## config.mk

```make
export PLATFORM = sky130hd
export DESIGN_NAME = time_stamp_capture_ctrl
export DESIGN_NICKNAME = d
export VERILOG_FILES = /design/src/rtl/time_stamp_capture_ctrl_pkg.sv /design/src/rtl/time_stamp_capture_ctrl_arbiter.sv /design/src/rtl/time_stamp_capture_ctrl.sv
export SDC_FILE = /design/constraint.sdc
export NUM_CORES = 1
export LEC_CHECK = 0
export CAP_MARGIN = 25
export CELL_PAD_IN_SITES_DETAIL_PLACEMENT = 1
export CELL_PAD_IN_SITES_GLOBAL_PLACEMENT = 2
export CORE_MARGIN = 4
export CORE_UTILIZATION = 32
export DETAILED_ROUTE_END_ITERATION = 10
export PLACE_DENSITY_LB_ADDON = 0.08
export SYNTH_ARGS = -nofsm -noshare
export SYNTH_HDL_FRONTEND = slang
export SYNTH_SLANG_ARGS = --single-unit
```

## constraint.sdc

```tcl
create_clock -name clk -period 3.7 [get_ports clk]
set_clock_uncertainty 0.1 [all_clocks]
set_input_delay 1.11 -clock clk [delete_from_list [all_inputs] [get_ports clk]]
set_output_delay 1.11 -clock clk [all_outputs]
set_load 0.05 [all_outputs]
```

## src/rtl/time_stamp_capture_ctrl_pkg.sv

```systemverilog
// Shared types and constants for the timestamp capture controller.
package time_stamp_capture_ctrl_pkg;

    localparam int TS_DWIDTH_DEF = 64;
    localparam int MAX_NUM_REQ   = 16;

    typedef logic [TS_DWIDTH_DEF-1:0]       ts_t;
    typedef logic [$clog2(MAX_NUM_REQ)-1:0] req_idx_t;

    // Round-robin successor of a requester index.
    function automatic int rr_next(input int idx, input int n);
        return (idx + 1 >= n) ? 0 : idx + 1;
    endfunction

endpackage

```

## src/rtl/time_stamp_capture_ctrl_arbiter.sv

```systemverilog
// Round-robin arbiter over the pending holding slots; pointer advances only
// when the output register actually takes a grant.
module ts_rr_arbiter
    import time_stamp_capture_ctrl_pkg::*;
#(
    parameter int NUM_REQ = 4,
    parameter int IDX_W   = $clog2(NUM_REQ)
) (
    input  logic               clk,
    input  logic               reset,
    input  logic [NUM_REQ-1:0] request,
    input  logic               advance,
    output logic [NUM_REQ-1:0] grant,
    output logic [IDX_W-1:0]   grant_idx,
    output logic               grant_valid
);

    logic [IDX_W-1:0] ptr;
    int               cand;

    // First pending slot at or after ptr, wrapping.
    always_comb begin
        grant       = '0;
        grant_idx   = '0;
        grant_valid = 1'b0;
        cand        = 0;
        for (int k = 0; k < NUM_REQ; k++) begin
            cand = int'(ptr) + k;
            if (cand >= NUM_REQ) cand = cand - NUM_REQ;
            if (!grant_valid && request[IDX_W'(cand)]) begin
                grant_valid            = 1'b1;
                grant[IDX_W'(cand)]    = 1'b1;
                grant_idx              = IDX_W'(cand);
            end
        end
    end

    always_ff @(posedge clk) begin
        if (reset)
            ptr <= '0;
        else if (advance && grant_valid)
            ptr <= IDX_W'(rr_next(int'(grant_idx), NUM_REQ));
    end

endmodule

```

## src/rtl/time_stamp_capture_ctrl.sv

```systemverilog
// Free-running timestamp counter with per-requester capture slots drained
// round-robin onto a valid/ready stream. TS_CTRL_DROP_CNT_EN adds drop counters.
module time_stamp_capture_ctrl
    import time_stamp_capture_ctrl_pkg::*;
#(
    parameter int NUM_REQ        = 4,
    parameter int TS_DWIDTH      = TS_DWIDTH_DEF,
    parameter int DROP_CNT_WIDTH = 16,
    parameter int IDX_W          = $clog2(NUM_REQ)
) (
    input  logic                               clk,
    input  logic                               reset,
    input  logic                               cnt_en,
    input  logic                               cnt_load,
    input  logic [TS_DWIDTH-1:0]               cnt_load_val,
    output logic [TS_DWIDTH-1:0]               cur_time,
    input  logic [NUM_REQ-1:0]                 req,
    output logic [TS_DWIDTH-1:0]               ts_data,
    output logic [IDX_W-1:0]                   ts_src,
    output logic                               ts_valid,
    input  logic                               ts_ready,
    output logic [NUM_REQ-1:0]                 pending,
    output logic [NUM_REQ-1:0]                 overflow,
`ifdef TS_CTRL_DROP_CNT_EN
    output logic [NUM_REQ*DROP_CNT_WIDTH-1:0]  drop_cnt,
`endif
    input  logic                               ovf_clr
);

    logic [NUM_REQ-1:0][TS_DWIDTH-1:0] slot_ts;
    logic [NUM_REQ-1:0]                grant;
    logic [IDX_W-1:0]                  grant_idx;
    logic                              grant_valid;
    logic                              load_out;

    always_ff @(posedge clk) begin
        if (reset)
            cur_time <= '0;
        else if (cnt_load)
            cur_time <= cnt_load_val;
        else if (cnt_en)
            cur_time <= cur_time + 1'b1;
    end

    assign load_out = !ts_valid || ts_ready;

    ts_rr_arbiter #(
        .NUM_REQ (NUM_REQ),
        .IDX_W   (IDX_W)
    ) u_arb (
        .clk         (clk),
        .reset       (reset),
        .request     (pending),
        .advance     (load_out),
        .grant       (grant),
        .grant_idx   (grant_idx),
        .grant_valid (grant_valid)
    );

`ifdef TS_CTRL_DROP_CNT_EN
    logic [NUM_REQ-1:0][DROP_CNT_WIDTH-1:0] drop_q;
    assign drop_cnt = drop_q;
`endif

    for (genvar i = 0; i < NUM_REQ; i++) begin : g_slot
        logic                 take;
        logic                 drop;
        logic                 pend_q;
        logic                 ovf_q;
        logic [TS_DWIDTH-1:0] ts_q;

        assign take = load_out && grant[i];
        // A slot drained on this edge can accept a new capture without loss.
        assign drop = req[i] && pend_q && !take;

        always_ff @(posedge clk) begin
            if (reset) begin
                ts_q   <= '0;
                pend_q <= 1'b0;
                ovf_q  <= 1'b0;
            end else begin
                if (req[i] && (!pend_q || take)) begin
                    ts_q   <= cur_time;
                    pend_q <= 1'b1;
                end else if (take) begin
                    pend_q <= 1'b0;
                end
                if (ovf_clr)
                    ovf_q <= 1'b0;
                else if (drop)
                    ovf_q <= 1'b1;
            end
        end

`ifdef TS_CTRL_DROP_CNT_EN
        always_ff @(posedge clk) begin
            if (reset || ovf_clr)
                drop_q[i] <= '0;
            else if (drop && drop_q[i] != '1)
                drop_q[i] <= drop_q[i] + 1'b1;
        end
`endif

        assign slot_ts[i]  = ts_q;
        assign pending[i]  = pend_q;
        assign overflow[i] = ovf_q;
    end

    always_ff @(posedge clk) begin
        if (reset) begin
            ts_data  <= '0;
            ts_src   <= '0;
            ts_valid <= 1'b0;
        end else if (load_out) begin
            ts_valid <= grant_valid;
            if (grant_valid) begin
                ts_data <= slot_ts[grant_idx];
                ts_src  <= grant_idx;
            end
        end
    end

endmodule

```

==> results.yml <==
synthesis:
  synth_top_cell_by_area: "sky130_fd_sc_hd__dfxtp_1"
  synthesis_warnings: 0
  asyncSetResetFlopFracSynth_pct: 0
  yosys.area.top_type_share_pct: 40.4
  synth_area_per_cell_sq_um: 9.25
  post_synth_inst_count: 2129
  post_synth_edffs: 0
  ys_seq_elements: 397
  synth.top_cells.by_area: "sky130_fd_sc_hd__dfxtp_1 40%, sky130_fd_sc_hd__mux2i_1 17%, sky130_fd_sc_hd__o221ai_1 5.6%, sky130_fd_sc_hd__nor2_1 5.1%, sky130_fd_sc_hd__nand2_1 3.5%"
  synthFlopType: "sky130_fd_sc_hd__dfxtp_1"
  mappedNetlistArea_sq_um: 19700
  synth_cell_type_count: 66
  synth_seq_area_share_pct: 40.4
  synth_nets: 2212
critical_path:
  critPathArrivalTime_ns: 2.27
  timing_worst_setup_path_type: "reg2out"
  crit_path_end: "pending[0]"
  timing.rr.end: "ts_data[62]"
  cp_data_required_time_ns: 2.49
  worst_setup_ep_type: "primary output"
  crit_start: "g_slot[0].pend_q"
  crit_path_max_fanout: 14
  reg2reg_slack_ns: 0.34
  start_kind: "flop"
  rr_worst_depth: 9
detailed_routing:
  initialDrtViolationCount: 873
  drt-vias-per-instance: 5.56
  ant_nets: 0
  via_count: 17200
  drt_pass1_iterations: 5
  finalWirelength_um: 73800
  drt_drc_violations_left: 0
  route.detailed.wl_per_inst_um: 23.9
timing:
  rsz_0062_raised_after_global_routing: "false"
  final-hold-violation-count: 0
  layout_min_cycle_time_ns: 3.48
  setup_violations: 0
  timing.final.max_slew_violations: 0
  hold-worst-slack_ns: 0.357
  worst_slew_margin_relative_to_its_limit_pct: 28.4
  max_clock_freq_mhz: 288
  min_period_over_period_pct: 94.0
  setup_tns_ns: 0
  timing_worst_slew_pin_value_ns: 1.07
  slack_of_the_critical_path_ns: 0.222
clock_tree:
  cts_made_buffers: 50
  cts-resized-gates: 0
  cts_tree: "yes"
  clk_latency_ns: 0.59
  cts-htree-levels: 2
  postCtsSetupRepairBufs: 0
  cts_buffer_depth: 3
  clock-root-buffer: "sky130_fd_sc_hd__clkbuf_16"
  clock_transition_time_at_the_flip_flop_clock_pins_of_the_worst_setup_and_hold_paths_ns: 0.06
  clkSinkCount: 397
  count_of_hold_fix_buffers_inserted_at_cts: 0
grt:
  grt_start_max_net_pins: 103
  global_route_wire_length_before_repair_um: 112000
  grt.total_usage_pct: 21.6
  initial_antenna_violation_count: 1
  gr-total-overflow: 0
  via_count_of_the_first_global_routing_pass: 17900
die:
  row_count: 90
  chipWidth_um: 256
  start_util_pct: 32.5
  design.die.area_sq_um: 65600
  core_sq_um: 60700
  design.portCount: 213
  floorplan.die.height_um: 256
final_layout:
  layout.nets: 2353
  num_antenna_cells: 0
  layout-area-overhead-vs-synth_pct: 24.3
  layout_cells_sized_above_1_pct: 14.3
pwr:
  p_per_area_nw_per_um2: 702
  leakagePower_nw: 9.06
  ir_drop_v: 0.000577
outcome:
  outcome: "completed"
placement:
  gp_routability_congestion: 0.790
  pre_cts_slack_ns: 0.324
  dpl.hpwl_um: 46600
  io_buffer_count: 212
hold_path:
  worstHoldPathType: "reg2reg"
  launch_point_of_the_worst_hold_path: "g_slot[1].ts_q[8]"
run:
  maxCapViolCount: 0
-- power breakdown --
part	switching, mW	internal (mW)	total, mW
logic	4.64	2.52	7.16
registers	0.372	4.68	5.05
clock network	1.97	3.01	4.99
-- registers in the layout, summed over array words and instances, names as in the netlist, named ones only --
register       cells
g_slot.ts_q      256
cur_time          64
ts_data           64
g_slot.ovf_q       4
g_slot.pend_q      4
ts_src             2
ts_valid           1
u_arb.ptr          1
-- cell usage after synthesis (3+ instances only) --
library cell and number:
sky130_fd_sc_hd__buf_1 5, sky130_fd_sc_hd__or3_1 10, sky130_fd_sc_hd__a31oi_1 5, sky130_fd_sc_hd__xnor2_1 29, sky130_fd_sc_hd__xor2_1 29, sky130_fd_sc_hd__nor2b_1 4, sky130_fd_sc_hd__nand2b_1 3, sky130_fd_sc_hd__o21ai_1 4
sky130_fd_sc_hd__mux2i_1 329, sky130_fd_sc_hd__o221ai_1 127, sky130_fd_sc_hd__a311oi_1 3, sky130_fd_sc_hd__nand2_1 184, sky130_fd_sc_hd__buf_2 56, sky130_fd_sc_hd__nand3_1 26, sky130_fd_sc_hd__o21ai_0 14, sky130_fd_sc_hd__o211ai_1 63
sky130_fd_sc_hd__buf_4 21, sky130_fd_sc_hd__nor4_2 4, sky130_fd_sc_hd__nand2_2 60, sky130_fd_sc_hd__nand4_1 19, sky130_fd_sc_hd__ha_1 9, sky130_fd_sc_hd__a21oi_2 60, sky130_fd_sc_hd__a221o_1 62, sky130_fd_sc_hd__dfxtp_1 397
sky130_fd_sc_hd__and4_1 7, sky130_fd_sc_hd__nor3b_1 3, sky130_fd_sc_hd__nor2_1 267, sky130_fd_sc_hd__buf_6 6, sky130_fd_sc_hd__buf_12 6, sky130_fd_sc_hd__inv_1 23, sky130_fd_sc_hd__and3_1 10, sky130_fd_sc_hd__o21bai_1 5
sky130_fd_sc_hd__a21oi_1 43, sky130_fd_sc_hd__nor3_1 19, sky130_fd_sc_hd__o31ai_1 5, sky130_fd_sc_hd__clkbuf_1 121, sky130_fd_sc_hd__nor3_2 4, sky130_fd_sc_hd__a211oi_1 39, sky130_fd_sc_hd__nor4_1 12
-- kinds of logic after synthesis --
| family | synth area share (%) |
|---|---|
| buffers and inverters | 6.09 |
| AOI/OAI and AO/OA | 18.4 |
| adders and majority gates | 0.572 |
| and+or+nand+nor | 14.9 |
| DFF | 40.4 |
| xor gates and xnor gates | 2.58 |
| muxes | 17.1 |
-- worst min path at each step --
| stage | endpoint | slack (ns) | cells after the start |
|---|---|---|---|
| final | g_slot[1].ts_q[8] | 0.36 | 2 |
| after global routing | g_slot[1].ts_q[23] | 0.38 | 2 |
| after detailed placement | g_slot[1].ts_q[8] | 0.35 | 2 |
| after global placement | g_slot[1].ts_q[7] | 0.34 | 2 |
| after floorplan | g_slot[2].ovf_q | 0.33 | 2 |
| after CTS | g_slot[1].ts_q[8] | 0.36 | 2 |
-- metal layers --
layer	vias to the layer above	GRT usage, %	part of all wire (%)
met1	8699	28.3	46
met2	359	36.2	47
li1	8022	-	-
met3	104	4.08	4.6
met4	2	6.29	2.7
met5	-	0	0.023
-- placed cells by master (no fill, tap or decap), drive strengths merged, types with 10 or more instances in the layout --
master / n
and3: 10
o211ai: 63
o221ai: 127
a221o: 62
nand2: 244
inv: 25
mux2i: 329
dfxtp: 397
clkbuf: 76
xor2: 29
nor2: 267
or3: 10
nand3: 26
buf: 95
a211oi: 39
a21oi: 103
o21ai: 18
clkinv: 12
clkdlybuf4s50: 211
nor3: 23
nand4: 19
xnor2: 29
nor4: 16
-- layout make-up --
cell class | count | area [sq um]
clock buffers | 76 | 1510
clock inverters | 16 | 159
fillers | 6802 | 36200
inverters | 24 | 92.6
multi-input cells | 1491 | 10700
flip-flops and latches | 397 | 7950
well taps | 782 | 978
repair buffers | 306 | 3150
-- critical path, cell delays in order, from the launching register on --
cell and delay [ns]:
sky130_fd_sc_hd__dfxtp_1 0.64, sky130_fd_sc_hd__buf_4 0.23, sky130_fd_sc_hd__clkdlybuf4s50_1 0.81
-- stage by stage --
stage          power (mW)  instances  util [%]  cell area, sq um
3_3_place_gp         12.2       2999      37.6             22800
4_1_cts              17.4       3092      40.4             24500
2_1_floorplan        9.59       2129         -             19700
5_1_grt              17.9       3092      40.4             24500
3_5_place_dp         12.3       3000      37.6             22800
6_report             17.2       3092      40.4             24500
Power figures use the tool's default switching activity.
